### src/rtl/rom_stream_reader.sv
// Read initiator for a 1-cycle synchronous ROM: fetches a run of words and streams
// them out through a credit-limited FIFO so back-pressure never drops a returned word.
module rom_stream_reader #(
    parameter int unsigned AW         = 4,
    parameter int unsigned DW         = 4,
    parameter int unsigned FIFO_DEPTH = 4
) (
    input  logic          clk_i,
    input  logic          rst_ni,
    input  logic          start_i,
    input  logic [AW-1:0] base_addr_i,
    input  logic [AW:0]   len_i,
    output logic          busy_o,
    output logic          done_o,
    output logic          rom_en_o,
    output logic [AW-1:0] rom_addr_o,
    input  logic [DW-1:0] rom_data_i,
    output logic          out_valid_o,
    input  logic          out_ready_i,
    output logic [DW-1:0] out_data_o,
    output logic          out_last_o
);
    localparam int unsigned PW = (FIFO_DEPTH > 1) ? $clog2(FIFO_DEPTH) : 1;
    localparam int unsigned CW = $clog2(FIFO_DEPTH + 1);

    typedef enum logic [1:0] {StIdle, StRun, StDone} state_e;

    state_e        state_q, state_d;
    logic [AW:0]   len_q, len_d;
    logic [AW:0]   issued_q, issued_d;
    logic [AW:0]   popped_q, popped_d;
    logic [AW-1:0] addr_q, addr_d;
    logic          pend_q;
    logic [PW-1:0] wr_ptr_q, wr_ptr_d, rd_ptr_q, rd_ptr_d;
    logic [CW-1:0] count_q, count_d;
    logic [DW-1:0] mem_q [FIFO_DEPTH];
    logic          push, pop, credit_ok;

    // Credit counts words already in the FIFO plus the read still in flight; the
    // same-cycle pop is deliberately ignored so out_ready never reaches rom_en.
    assign credit_ok = ({1'b0, count_q} + (CW+1)'(pend_q)) < (CW+1)'(FIFO_DEPTH);

    assign rom_en_o    = (state_q == StRun) && (issued_q < len_q) && credit_ok;
    assign rom_addr_o  = addr_q;
    assign busy_o      = (state_q == StRun) || (state_q == StDone);
    assign done_o      = (state_q == StDone);
    assign out_valid_o = (count_q != '0);
    assign out_data_o  = out_valid_o ? mem_q[rd_ptr_q] : '0;
    assign out_last_o  = out_valid_o && (popped_q == len_q - 1'b1);

    assign push = pend_q;
    assign pop  = out_valid_o && out_ready_i;

    always_comb begin
        state_d  = state_q;
        len_d    = len_q;
        issued_d = issued_q;
        popped_d = popped_q;
        addr_d   = addr_q;
        unique case (state_q)
            StIdle: begin
                if (start_i) begin
                    len_d    = len_i;
                    issued_d = '0;
                    popped_d = '0;
                    addr_d   = base_addr_i;
                    state_d  = (len_i == '0) ? StDone : StRun;
                end
            end
            StRun: begin
                if (rom_en_o) begin
                    issued_d = issued_q + 1'b1;
                    addr_d   = addr_q + 1'b1;
                end
                if (pop) begin
                    popped_d = popped_q + 1'b1;
                    if (out_last_o) state_d = StDone;
                end
            end
            StDone:  state_d = StIdle;
            default: state_d = StIdle;
        endcase
    end

    always_comb begin
        wr_ptr_d = wr_ptr_q;
        rd_ptr_d = rd_ptr_q;
        count_d  = count_q;
        if (push) wr_ptr_d = (wr_ptr_q == PW'(FIFO_DEPTH - 1)) ? '0 : wr_ptr_q + 1'b1;
        if (pop)  rd_ptr_d = (rd_ptr_q == PW'(FIFO_DEPTH - 1)) ? '0 : rd_ptr_q + 1'b1;
        if (push && !pop)      count_d = count_q + 1'b1;
        else if (!push && pop) count_d = count_q - 1'b1;
    end

    always_ff @(posedge clk_i) begin
        if (!rst_ni) begin
            state_q  <= StIdle;
            len_q    <= '0;
            issued_q <= '0;
            popped_q <= '0;
            addr_q   <= '0;
            pend_q   <= 1'b0;
            wr_ptr_q <= '0;
            rd_ptr_q <= '0;
            count_q  <= '0;
        end else begin
            state_q  <= state_d;
            len_q    <= len_d;
            issued_q <= issued_d;
            popped_q <= popped_d;
            addr_q   <= addr_d;
            pend_q   <= rom_en_o;
            wr_ptr_q <= wr_ptr_d;
            rd_ptr_q <= rd_ptr_d;
            count_q  <= count_d;
        end
    end

    // Storage needs no reset: out_data is masked whenever the FIFO is empty.
    always_ff @(posedge clk_i) begin
        if (push) mem_q[wr_ptr_q] <= rom_data_i;
    end

endmodule
### config.mk
export PLATFORM = sky130hd
export DESIGN_NAME = rom_stream_reader
export DESIGN_NICKNAME = d
export VERILOG_FILES = /design/src/rtl/rom_stream_reader.sv
export SDC_FILE = /design/constraint.sdc
export NUM_CORES = 1
export LEC_CHECK = 0
export BUFFER_PORTS_ARGS = -buffer_cell sky130_fd_sc_hd__buf_4
export CORE_ASPECT_RATIO = 0.7
export CORE_MARGIN = 2
export CORE_UTILIZATION = 35
export DETAILED_ROUTE_END_ITERATION = 8
export PLACE_DENSITY = 0.59
export RECOVER_POWER = 50
export SLEW_MARGIN = 10
export SYNTH_ARGS = -nofsm -noshare
export SYNTH_HDL_FRONTEND = slang
export SYNTH_SLANG_ARGS = --single-unit
### constraint.sdc
create_clock -name clk_i -period 2.3 [get_ports clk_i]
set_input_delay 0.345 -clock clk_i [delete_from_list [all_inputs] [get_ports clk_i]]
set_output_delay 0.345 -clock clk_i [all_outputs]
set_load 0.01 [all_outputs]
==> results.py <==
metrics = {
    "yosys": {
        "synthAdderAreaFrac": 0.09682,
        "synthFlopType": "dfxtp_1",
        "synth_compound_area_frac": 0.1234,
        "synthSimpleGateAreaFrac": 0.1796,
        "syn_inst": 235,
        "netlist.area_leader.share": 0.2582,
        "yosys-mux-area-fraction": 0.06351,
        "ys_types": 45,
        "synthTopCellsByCount": "dfxtp_1 (31), a21oi_1 (22), ha_1 (17), nand2_1 (17), edfxtp_1 (16)",
        "syn-mean-instance-area_um2": 10.23,
        "syn_area_um2": 2404,
        "synth-seq-area-share": 0.4581,
        "synthArstFlopShare": 0,
        "yosysWarningCount": 0,
        "syn_nets": 270,
        "ys_seq_elements": 47,
        "yosysMostFrequentCell": "dfxtp_1",
        "synth-edff-count": 16,
        "synth_largest_area_cell": "dfxtp_1",
        "synth_top_family_by_area": "simple AND/OR/NAND/NOR gates",
        "ys_top_cells_by_area": "dfxtp_1 (26%), edfxtp_1 (20%), ha_1 (8.8%)",
        "synth_xor_area_frac": 0.03644,
    },
    "critical_path": {
        "crit_buf_inv": 2,
        "required_ns": 1.96,
        "crit_start": "len_q[2]$_SDFFE_PN0P_",
        "timing.rr.start": "count_q[0]$_SDFFE_PN0P_",
        "crit_family": "flip-flops",
        "cp.arrival_ns": 1.80,
        "start_kind": "flop",
        "cp-end-kind": "output port",
        "cpPeakStageDelay_ns": 0.38,
        "path_cells": "inv_1 -> ha_1 -> a21o_1 -> a31oi_1 -> nor2_1 -> nor2_1 -> buf_4",
        "worstSetupPathType": "flop to output port",
        "path_max_fanout": 6,
        "slowest_stage": "dfxtp_2",
        "crit_top_cell": "nor2_1",
    },
    "sta": {
        "setup_violations": 0,
        "rsz0062_at_grt": "false",
        "hold_viol": 0,
        "finalCritPeriodShare": 0.9329,
        "min_period_ns": 2.146,
        "fin_skew_ns": 0.01039,
        "slew_viol_final": 0,
        "worst_pin_slew_ns": 0.4933,
        "finalHoldWorstSlack_ns": 0.3094,
        "slew_headroom": 0.6701,
        "layout_setup_ws_ns": 0.1544,
        "finalSetupTns_ns": 0,
        "fmax_mhz": 466.1,
    },
    "routing": {
        "dr_total_vias": 1785,
        "drc_errors": 0,
        "totalWireLength_um": 4983,
        "drt_pass1_iterations": 4,
        "drt.antenna.violating_nets": 0,
        "viasPerCell": 4.851,
        "drtIter0Drc": 32,
        "wl_per_cell_um": 13.54,
    },
    "placement": {
        "place_ws_ns": 0.2202,
        "io_buffer_count": 29,
        "place_congestion": 0.8629,
        "post-dp-hpwl_um": 3727,
        "place_area_um2": 2769,
    },
    "floorplanning": {
        "start_util": 0.3591,
        "core-area_um2": 6694,
        "die_x_um": 103.0,
        "ios": 30,
        "die_y_um": 73.34,
        "die_area_um2": 7557,
        "rows": 25,
    },
    "final_layout": {
        "final_area_um2": 2823,
        "nNetsFinal": 308,
        "antenna_cells": 0,
        "drive_gt1_frac": 0.1825,
        "area_delta_synth_final_pct": 17.44,
    },
    "global_route": {
        "grt_first_pass_wirelength_um": 8231,
        "track_usage": 0.1419,
        "grt_start_max_net_pins": 23,
        "grt_pass1_vias": 1696,
        "antenna_found_initial": 0,
        "grt_overflow": 0,
    },
    "status": {
        "status": "complete, no violations",
    },
    "pwr": {
        "seqPwrFrac": 0.439,
        "p_int_mw": 1.585,
        "p_comb_frac": 0.363,
        "p_clk_frac": 0.198,
        "p_per_area_nw_per_um2": 850.0,
        "p_sw_frac": 0.3393,
        "switchingPower_mw": 0.8142,
        "ir_worst_vdd_mv": 0.3117,
        "leakage_nw": 1.058,
    },
    "min_path": {
        "hp-class": "input port to flop",
        "hp-start": "len_i[0]",
    },
    "clocking": {
        "clkSlewWorstSetupHoldPaths_ns": 0.09,
        "cts_tree": "done",
        "cts_root_buffer": "clkbuf_8",
        "clk_latency_ns": 0.29,
        "htree_levels": 2,
        "cts_buffers": 5,
        "cts_sinks": 47,
        "cts_max_path_buffers": 2,
        "post_cts_hold_buffer_count": 0,
    },
    "flow_run": {
        "max-cap-violations": 0,
    },
}
-- path summary, 6_finish.rpt --
| check | endpoint | slack, ns | cells past startpoint |
|---|---|---|---|
| max | rom_en_o | 0.15 | 7 |
| min | len_q[0]$_SDFFE_PN0P_ | 0.31 | 3 |
| max reg2reg | count_q[2]$_SDFFE_PN0P_ | 0.26 | 7 |
| min reg2reg | len_q[1]$_SDFFE_PN0P_ | 0.49 | 2 |
-- cells by family (layout without fill, tap and decap cells) --
family	after synthesis	in the layout
fa+ha+maj	18	18
buf+inv	24	63
compound gates	45	45
xor+xnor	10	10
simple gates	81	81
flops	47	47
mux	10	10
-- routing by layer --
layer	routed length (um)	global-route usage	part of all wire	vias up
li1	-	-	-	914
met1	2734	0.2172	0.55	850
met2	2078	0.2063	0.42	19
met3	145	0.03235	0.029	2
met4	24	0.02632	0.0048	0
met5	0	0	0	-
-- state kept, by name, summed over array words and instances (netlist names), named ones only --
register / flops
rd_ptr_q: 2
rom_addr_o: 4
mem_q: 16
state_q: 2
len_q: 5
wr_ptr_q: 2
count_q: 3
issued_q: 5
pend_q: 1
popped_q: 5
-- what timing repair did --
| item | 4_1_cts | 5_1_grt |
|---|---|---|
| hold endpoints to repair | 0 | 0 |
| gates resized for setup | 0 | 2 |
| endpoints found under the setup margin | 0 | 2 |
| setup buffers | 0 | 0 |
-- power by group through the flow --
| stage | clock, mW | sequential [mW] | combinational (mW) |
|---|---|---|---|
| 3_3_place_gp | 0 | 1.07 | 0.871 |
| 6_report | 0.475 | 1.05 | 0.872 |
| 4_1_cts | 0.490 | 1.05 | 0.890 |
| 5_1_grt | 0.532 | 1.07 | 0.971 |
| 3_5_place_dp | 0 | 1.07 | 0.888 |
| 2_1_floorplan | 0 | 1.05 | 0.552 |
-- cells in the final DEF (no fill, tap or decap), types with 3 or more instances in the layout --
cell / n
inv_1: 15
xnor2_1: 5
or3_1: 6
a21oi_1: 22
clkbuf_8: 5
xor2_1: 5
nor2_1: 14
nand3_1: 11
edfxtp_1: 16
ha_1: 17
nand2_1: 17
o21ai_0: 3
buf_4: 30
o32ai_1: 3
nand2b_1: 4
nand4_1: 4
clkbuf_1: 10
o21ai_1: 6
and2_0: 4
nor2b_1: 7
dfxtp_1: 29
mux2i_1: 4
mux4_2: 4
nor3_1: 6
-- metrics by stage --
step	total power [mW]	utilization	instances
floorplan	1.606	-	235
detailed placement	1.960	0.4136	360
global placement	1.945	0.4136	360
global route	2.575	0.4217	368
finish	2.399	0.4217	368
CTS	2.433	0.4258	368
-- cell type report --
type | count | area, um2
inverters | 17 | 63.81
fillers | 696 | 3871
repair buffers | 38 | 255.2
clock inverters | 1 | 5.005
clock buffers | 7 | 76.32
multi-input cells | 164 | 1201
well taps | 94 | 117.6
flip-flops and latches | 47 | 1104
-- worst reg2reg max path: cells and delay by family (launching register included) --
family	cells	cell delay [ns]
adder cells (fa/ha/maj)	2	0.61
AO/OA/AOI/OAI	2	0.43
flip-flops	1	0.39
AND/OR/NAND/NOR	1	0.30
XOR/XNOR	1	0.17
buffers and inverters	1	0.06
No activity file was read; power rests on OpenSTA's default activity.
